## src/rtl/l2_ahb_pkg.sv

```systemverilog
// l2_ahb_pkg -- shared AHB-Lite encodings and types for the L2 receive slave.
//   HTRANS active encodings, the word HSIZE code, HRESP codes, the slave
//   data-phase state enum and the registered address-phase record.
package l2_ahb_pkg;

  localparam logic [1:0] HTRANS_NONSEQ = 2'b10;
  localparam logic [1:0] HTRANS_SEQ    = 2'b11;

  localparam logic [2:0] HSIZE_BIT32   = 3'b010;

  localparam logic [1:0] HRESP_OKAY    = 2'b00;
  localparam logic [1:0] HRESP_ERROR   = 2'b01;

  typedef enum logic [1:0] {
    ST_IDLE,
    ST_DATA,
    ST_ERR1,
    ST_ERR2
  } ahb_state_e;

  // Address-phase fields captured at acceptance, consumed in the data phase.
  typedef struct packed {
    logic        write;
    logic [31:0] addr;
    logic [2:0]  size;
  } ahb_aph_t;

endpackage

```

## src/rtl/l2_sync_fifo.sv

```systemverilog
// l2_sync_fifo -- single-clock FIFO, DEPTH x W, with occupancy outputs.
//   clk, rst_n     : clock, async active-low reset
//   clr            : synchronous flush, wins over push/pop
//   push, din      : write (ignored while full)
//   pop            : read/advance (ignored while empty)
//   dout           : head entry, 0 while empty
//   level/full/empty : occupancy
module l2_sync_fifo #(
  parameter int DEPTH = 8,
  parameter int W     = 32
) (
  input  logic                       clk,
  input  logic                       rst_n,
  input  logic                       clr,
  input  logic                       push,
  input  logic [W-1:0]               din,
  input  logic                       pop,
  output logic [W-1:0]               dout,
  output logic [$clog2(DEPTH):0]     level,
  output logic                       full,
  output logic                       empty
);

  localparam int AW = $clog2(DEPTH);

  logic [W-1:0]  mem [DEPTH];
  logic [AW-1:0] wr_ptr, rd_ptr;
  logic [AW:0]   cnt;
  logic          do_push, do_pop;

  assign empty   = (cnt == '0);
  assign full    = (cnt == (AW+1)'(DEPTH));
  assign do_push = push & ~full;
  assign do_pop  = pop & ~empty;

  // Pointers are AW bits wide, so DEPTH being a power of two gives the wrap.
  always_ff @(posedge clk or negedge rst_n) begin
    if (!rst_n) begin
      wr_ptr <= '0;
      rd_ptr <= '0;
      cnt    <= '0;
    end else if (clr) begin
      wr_ptr <= '0;
      rd_ptr <= '0;
      cnt    <= '0;
    end else begin
      if (do_push) wr_ptr <= wr_ptr + 1'b1;
      if (do_pop)  rd_ptr <= rd_ptr + 1'b1;
      cnt <= cnt + (AW+1)'(do_push) - (AW+1)'(do_pop);
    end
  end

  always_ff @(posedge clk) begin
    if (do_push && !clr) mem[wr_ptr] <= din;
  end

  assign dout  = empty ? '0 : mem[rd_ptr];
  assign level = cnt;

endmodule

```

## src/rtl/l2_ahb_rx_slv.sv

```systemverilog
// l2_ahb_rx_slv -- AHB-Lite responder feeding a receive FIFO.
//   Word writes to DATA_ADDR push hwdata into the FIFO (wait states while
//   full); word reads of STAT_ADDR return {level, full, empty}. Anything else
//   gets a two-cycle ERROR response.
//   clk, rst_n          : clock, async active-low reset
//   pin_l2_clr          : synchronous clear (FIFO flush, bus back to IDLE)
//   s_ahb_*             : AHB-Lite responder port (hburst ignored)
//   rx_rd_en / rx_dout  : FIFO pop / head entry
//   rx_empty/full/level : FIFO occupancy
// Build option: define L2_AHB_RX_SLV_WAITCNT_EN to add a 16-bit saturating
//   count of full-FIFO wait states, readable as a word at STAT_ADDR+4.
module l2_ahb_rx_slv
  import l2_ahb_pkg::*;
#(
  parameter int          DEPTH     = 8,
  parameter logic [31:0] DATA_ADDR = 32'h8000_0000,
  parameter logic [31:0] STAT_ADDR = 32'h8000_0004
) (
  input  logic                   clk,
  input  logic                   rst_n,
  input  logic                   pin_l2_clr,
  input  logic [1:0]             s_ahb_htrans,
  input  logic [2:0]             s_ahb_hsize,
  input  logic [2:0]             s_ahb_hburst,
  input  logic                   s_ahb_hwrite,
  input  logic [31:0]            s_ahb_haddr,
  input  logic [31:0]            s_ahb_hwdata,
  output logic [31:0]            s_ahb_hrdata,
  output logic                   s_ahb_hready,
  output logic [1:0]             s_ahb_hresp,
  input  logic                   rx_rd_en,
  output logic [31:0]            rx_dout,
  output logic                   rx_empty,
  output logic                   rx_full,
  output logic [$clog2(DEPTH):0] rx_level
);

  localparam int LW = $clog2(DEPTH) + 1;

  ahb_state_e state, state_nxt;
  ahb_aph_t   d_aph;
  logic       aph_act, aph_legal, accept;
  logic       wr_phase, wr_wait, push;
  logic       hready;
  logic [1:0] hresp;

  // Burst type carries no meaning for a single-register target.
  logic unused_hburst;
  assign unused_hburst = ^s_ahb_hburst;

  assign aph_act = (s_ahb_htrans == HTRANS_NONSEQ) || (s_ahb_htrans == HTRANS_SEQ);

  always_comb begin
    aph_legal = 1'b0;
    if (s_ahb_hsize == HSIZE_BIT32) begin
      if ( s_ahb_hwrite && s_ahb_haddr == DATA_ADDR) aph_legal = 1'b1;
      if (!s_ahb_hwrite && s_ahb_haddr == STAT_ADDR) aph_legal = 1'b1;
`ifdef L2_AHB_RX_SLV_WAITCNT_EN
      if (!s_ahb_hwrite && s_ahb_haddr == STAT_ADDR + 32'd4) aph_legal = 1'b1;
`endif
    end
  end

  assign wr_phase = (state == ST_DATA) && d_aph.write;
  // Full-FIFO stall; a pop in this same cycle only frees the slot for the next.
  assign wr_wait  = wr_phase && rx_full;

  // hready gates acceptance of the overlapping address phase, so the
  // next state is chosen from it whenever the current data phase ends.
  always_comb begin
    hready    = 1'b1;
    hresp     = HRESP_OKAY;
    state_nxt = state;
    if (pin_l2_clr) begin
      state_nxt = ST_IDLE;
    end else begin
      case (state)
        ST_DATA: hready = ~wr_wait;
        ST_ERR1: begin
          hready    = 1'b0;
          hresp     = HRESP_ERROR;
          state_nxt = ST_ERR2;
        end
        ST_ERR2: hresp = HRESP_ERROR;
        default: ;
      endcase
      if (hready) begin
        if (!aph_act)       state_nxt = ST_IDLE;
        else if (aph_legal) state_nxt = ST_DATA;
        else                state_nxt = ST_ERR1;
      end
    end
  end

  assign accept = hready && aph_act && !pin_l2_clr;

  always_ff @(posedge clk or negedge rst_n) begin
    if (!rst_n) begin
      state <= ST_IDLE;
      d_aph <= '0;
    end else begin
      state <= state_nxt;
      if (accept) begin
        d_aph.write <= s_ahb_hwrite;
        d_aph.addr  <= s_ahb_haddr;
        d_aph.size  <= s_ahb_hsize;
      end
    end
  end

  assign push = wr_phase && !rx_full && !pin_l2_clr;

  l2_sync_fifo #(.DEPTH(DEPTH), .W(32)) u_fifo (
    .clk   (clk),
    .rst_n (rst_n),
    .clr   (pin_l2_clr),
    .push  (push),
    .din   (s_ahb_hwdata),
    .pop   (rx_rd_en),
    .dout  (rx_dout),
    .level (rx_level),
    .full  (rx_full),
    .empty (rx_empty)
  );

`ifdef L2_AHB_RX_SLV_WAITCNT_EN
  logic [15:0] wait_cnt;

  always_ff @(posedge clk or negedge rst_n) begin
    if (!rst_n)                              wait_cnt <= '0;
    else if (pin_l2_clr)                     wait_cnt <= '0;
    else if (wr_wait && wait_cnt != 16'hFFFF) wait_cnt <= wait_cnt + 16'd1;
  end
`endif

  logic stat_rd;
  assign stat_rd = (state == ST_DATA) && !d_aph.write && (d_aph.size == HSIZE_BIT32)
                   && !pin_l2_clr;

  always_comb begin
    s_ahb_hrdata = '0;
    if (stat_rd) begin
      if (d_aph.addr == STAT_ADDR) s_ahb_hrdata[LW+1:0] = {rx_level, rx_full, rx_empty};
`ifdef L2_AHB_RX_SLV_WAITCNT_EN
      else if (d_aph.addr == STAT_ADDR + 32'd4) s_ahb_hrdata[15:0] = wait_cnt;
`endif
    end
  end

  assign s_ahb_hready = hready;
  assign s_ahb_hresp  = hresp;

endmodule

```

## config.mk

```make
export PLATFORM = sky130hd
export DESIGN_NAME = l2_ahb_rx_slv
export DESIGN_NICKNAME = d
export VERILOG_FILES = /design/src/rtl/l2_ahb_pkg.sv /design/src/rtl/l2_sync_fifo.sv /design/src/rtl/l2_ahb_rx_slv.sv
export SDC_FILE = /design/constraint.sdc
export NUM_CORES = 1
export LEC_CHECK = 0
export BUFFER_PORTS_ARGS = -buffer_cell sky130_fd_sc_hd__buf_4
export CAP_MARGIN = 20
export CORE_MARGIN = 2
export CORE_UTILIZATION = 60
export CTS_BUF_LIST = sky130_fd_sc_hd__clkbuf_4
export CTS_CLUSTER_DIAMETER = 200
export DETAILED_ROUTE_END_ITERATION = 10
export PLACE_DENSITY_LB_ADDON = 0.05
export SYNTH_ARGS = -nofsm -noshare
export SYNTH_HDL_FRONTEND = slang
export SYNTH_SLANG_ARGS = --single-unit
```

## constraint.sdc

```tcl
create_clock -name clk -period 4.8 [get_ports clk]
set_input_delay 0.96 -clock clk [delete_from_list [all_inputs] [get_ports clk]]
set_output_delay 0.96 -clock clk [all_outputs]
set_load 0.005 [all_outputs]
```

==> flow_summary_export.csv <==
group,metric,value,unit
drt,via_count,6348,
synthesis,async_flop_share,0.1579,
synthesis,synth_edf_count,256,
placement,dpl_worst_slack,1.563,ns
synthesis,yosysUniqueCellTypes,41,
critical_path,end_kind,"output pin",
clock_tree,cts-root-buf,"clkbuf_4",
floorplanning,io_pins,150,
grt,grt_pass1_wl,37.45,mm
final_layout,layout_common_cells,"edfxtp_1 (256), buf_4 (132), clkbuf_4 (108)",
drt,drt_wl_total,23.99,mm
clock_tree,cts_buffers,76,
critical_path,slowest_delay,0.85,ns
final_layout,layout-drive-gt1-share,0.4261,
flow_run,cap_violations,0,
final_layout,syn_to_final_growth,16.53,%
sta,layout_min_cycle_time,3.866,ns
placement,place_congestion,0.8208,
critical_path,crit_path_max_fanout,34,
floorplanning,dieWidth,147.8,um
critical_path,worstPathCellList,"buf_12 -> mux4_2 -> mux2i_1 -> nor2_1 -> buf_4",
clock_tree,ctsResizeCount,0,
final_layout,fin_nets,894,
floorplanning,dieArea,21840,sq um
sta,tightest_slew,1.057,ns
sta,finalCritPeriodShare,0.8054,
sta,grt_setup_unrepaired,"no",
critical_path,crit_buf_inv,2,
drt,ant_nets,0,
sta,max-slew-margin-rel,0.2953,
synthesis,yosysWarnings,0,
drt,wl_per_cell,21.23,um
floorplanning,floorplan.initialDensity,0.6132,
critical_path,arrival,2.91,ns
sta,clock_skew,0.05112,ns
synthesis,syn-cell-area,12410,sq um
floorplanning,core,20230,sq um
clock_tree,cts_setup_buffers,0,
synthesis,ys.flop_type,"edfxtp_1",
critical_path,r2r_end,"u_fifo.level[1]$_DFF_PN0_",
drt,drc,0,
grt,grt_overflow,0,
status,status,"finished, final reports clean",
synthesis,postSynthCellCount,625,
critical_path,crit_family,"flip-flops",
critical_path,cp_slowest_cell,"dfrtp_4",
clock_tree,cts_hold_buf,0,
grt,grt_util_all_layers,0.2284,
power,p_leak,5.188,nW
clock_tree,clock_latency,0.67,ns
placement,io_buffers,118,
sta,slew_violations,0,
sta,worst_slack,0.9340,ns
final_layout,fillers,1322,
critical_path,rr_worst_depth,9,
sta,finalHoldViolCount,0,
critical_path,crit_type,"flip-flop to output pin",
grt,antenna_found_initial,1,
critical_path,critPathRequiredTime,3.84,ns
final_layout,utilization,0.7145,
drt,drt_iter0_drc,305,
power,vdd_drop_max,0.0002784,V
final_layout,final_common_cell,"edfxtp_1",
final_layout,multiInputGateArea,3254,sq um
floorplanning,rows,52,
final_layout,seq_area,8895,sq um
critical_path,worstReg2RegStart,"u_fifo.level[2]$_DFF_PN0_",
placement,dpl.hpwl,14.16,mm
sta,fmax,258.7,MHz
clock_tree,cts_sinks,304,
power,p_per_area,464.2,nW/um^2
sta,finalSetupViolCount,0,
critical_path,rrSetupSlack,1.76,ns
min_path,min_path_type,"primary input to async pin",
clock_tree,htreeDepth,3,
drt,viasPerCell,5.618,
clock_tree,clk_path_buf_depth,3,
sta,whs,0.2983,ns
floorplanning,die_h,147.8,um
synthesis,ys_ff_latch,304,
clock_tree,path_clk_slew,0.07,ns
critical_path,timing.critical_path.from_type,"flip-flop",
synthesis,synth_seq_area_share,0.7164,
critical_path,cp.depth,5,
synthesis,avgSynthCellArea,19.85,sq um
critical_path,crit_start,"u_fifo.rd_ptr[0]$_DFFE_PN0P_",
sta,finalSetupTns,0,ns
drt,drtPass1Iterations,5,
power,power,0.006711,W
grt,grt_pass1_vias,6913,
critical_path,endpoint,"rx_dout[3]",
clock_tree,cts_tree,"yes",
grt,grt_max_degree,49,
==> metrics by stage <==
step / area [sq um] / instances
after floorplan: 12500 / 651
after global placement: 13520 / 1000
after CTS: 14460 / 1129
after detailed placement: 13520 / 1000
after global routing: 14460 / 1130
final: 14460 / 1130
==> where the power goes <==
part	internal, W	switching [W]
combinational	0.000887	0.000627
sequential	0.00296	0.000176
clock	0.00109	0.000973
==> cells in the mapped netlist (6+ instances only) <==
library cell,instances,share of area
mux2_4,30,0.036
nor2_1,43,0.013
edfxtp_1,256,0.62
mux2_2,6,0.0054
buf_2,6,0.0024
ha_1,8,0.0081
nor4_1,18,0.0091
dfrtp_1,48,0.097
buf_4,32,0.019
mux4_2,64,0.12
clkbuf_1,8,0.0024
inv_1,7,0.0021
mux2i_1,33,0.027
==> how the worst min path moves through the flow <==
stage / startpoint / end / cells past startpoint
floorplan: d_aph[34]$_DFFE_PN0P_ / d_aph[34]$_DFFE_PN0P_ / 1
global route: rst_n / u_fifo.level[0]$_DFF_PN0_ / 1
CTS: rst_n / u_fifo.level[2]$_DFF_PN0_ / 1
global placement: d_aph[1]$_DFFE_PN0P_ / d_aph[1]$_DFFE_PN0P_ / 1
finish: rst_n / u_fifo.level[3]$_DFF_PN0_ / 1
detailed placement: d_aph[1]$_DFFE_PN0P_ / d_aph[1]$_DFFE_PN0P_ / 1
==> per-layer routing <==
layer  vias up  routed length [um]  GRT usage
met5         -                   0          0
met4         0                 316    0.07837
met3        29                1778    0.05494
met2       230               12380     0.3907
met1      3243                9516     0.2903
li1       2846                   -          -
==> cell families after synthesis <==
family / Yosys count / synth area share
compound gates: 8 / 0.005345
xor+xnor: 7 / 0.004942
fa+ha+maj: 9 / 0.009682
buf+inv: 61 / 0.03268
flops: 304 / 0.7164
mux: 133 / 0.1845
other cells: 1 / 0.0003023
simple gates: 102 / 0.04609
==> worst register-to-register path: cells and delay by family, from the launching register on <==
family                   cells  cell delay [ns]
adder cells (fa/ha/maj)      4             1.25
AND/OR/NAND/NOR              3             1.14
flip-flops                   1             0.37
buffers and inverters        2             0.18
==> sequential cells by signal, indices dropped and copies added (netlist names) <==
signal / cells
d_aph: 36
state: 2
u_fifo.level: 4
u_fifo.mem: 256
u_fifo.rd_ptr: 3
u_fifo.wr_ptr: 3
==> final cells by class <==
class                      instances  area share
sequential                       304      0.6152
tap                              270     0.02337
clock inverter                    21    0.008308
multi-input combinational        286      0.2251
clock buffer                     108     0.05608
inverter                           7    0.001817
timing repair buffer             133     0.06993
antenna                            1   0.0001731
Power figures use the tool's default switching activity.
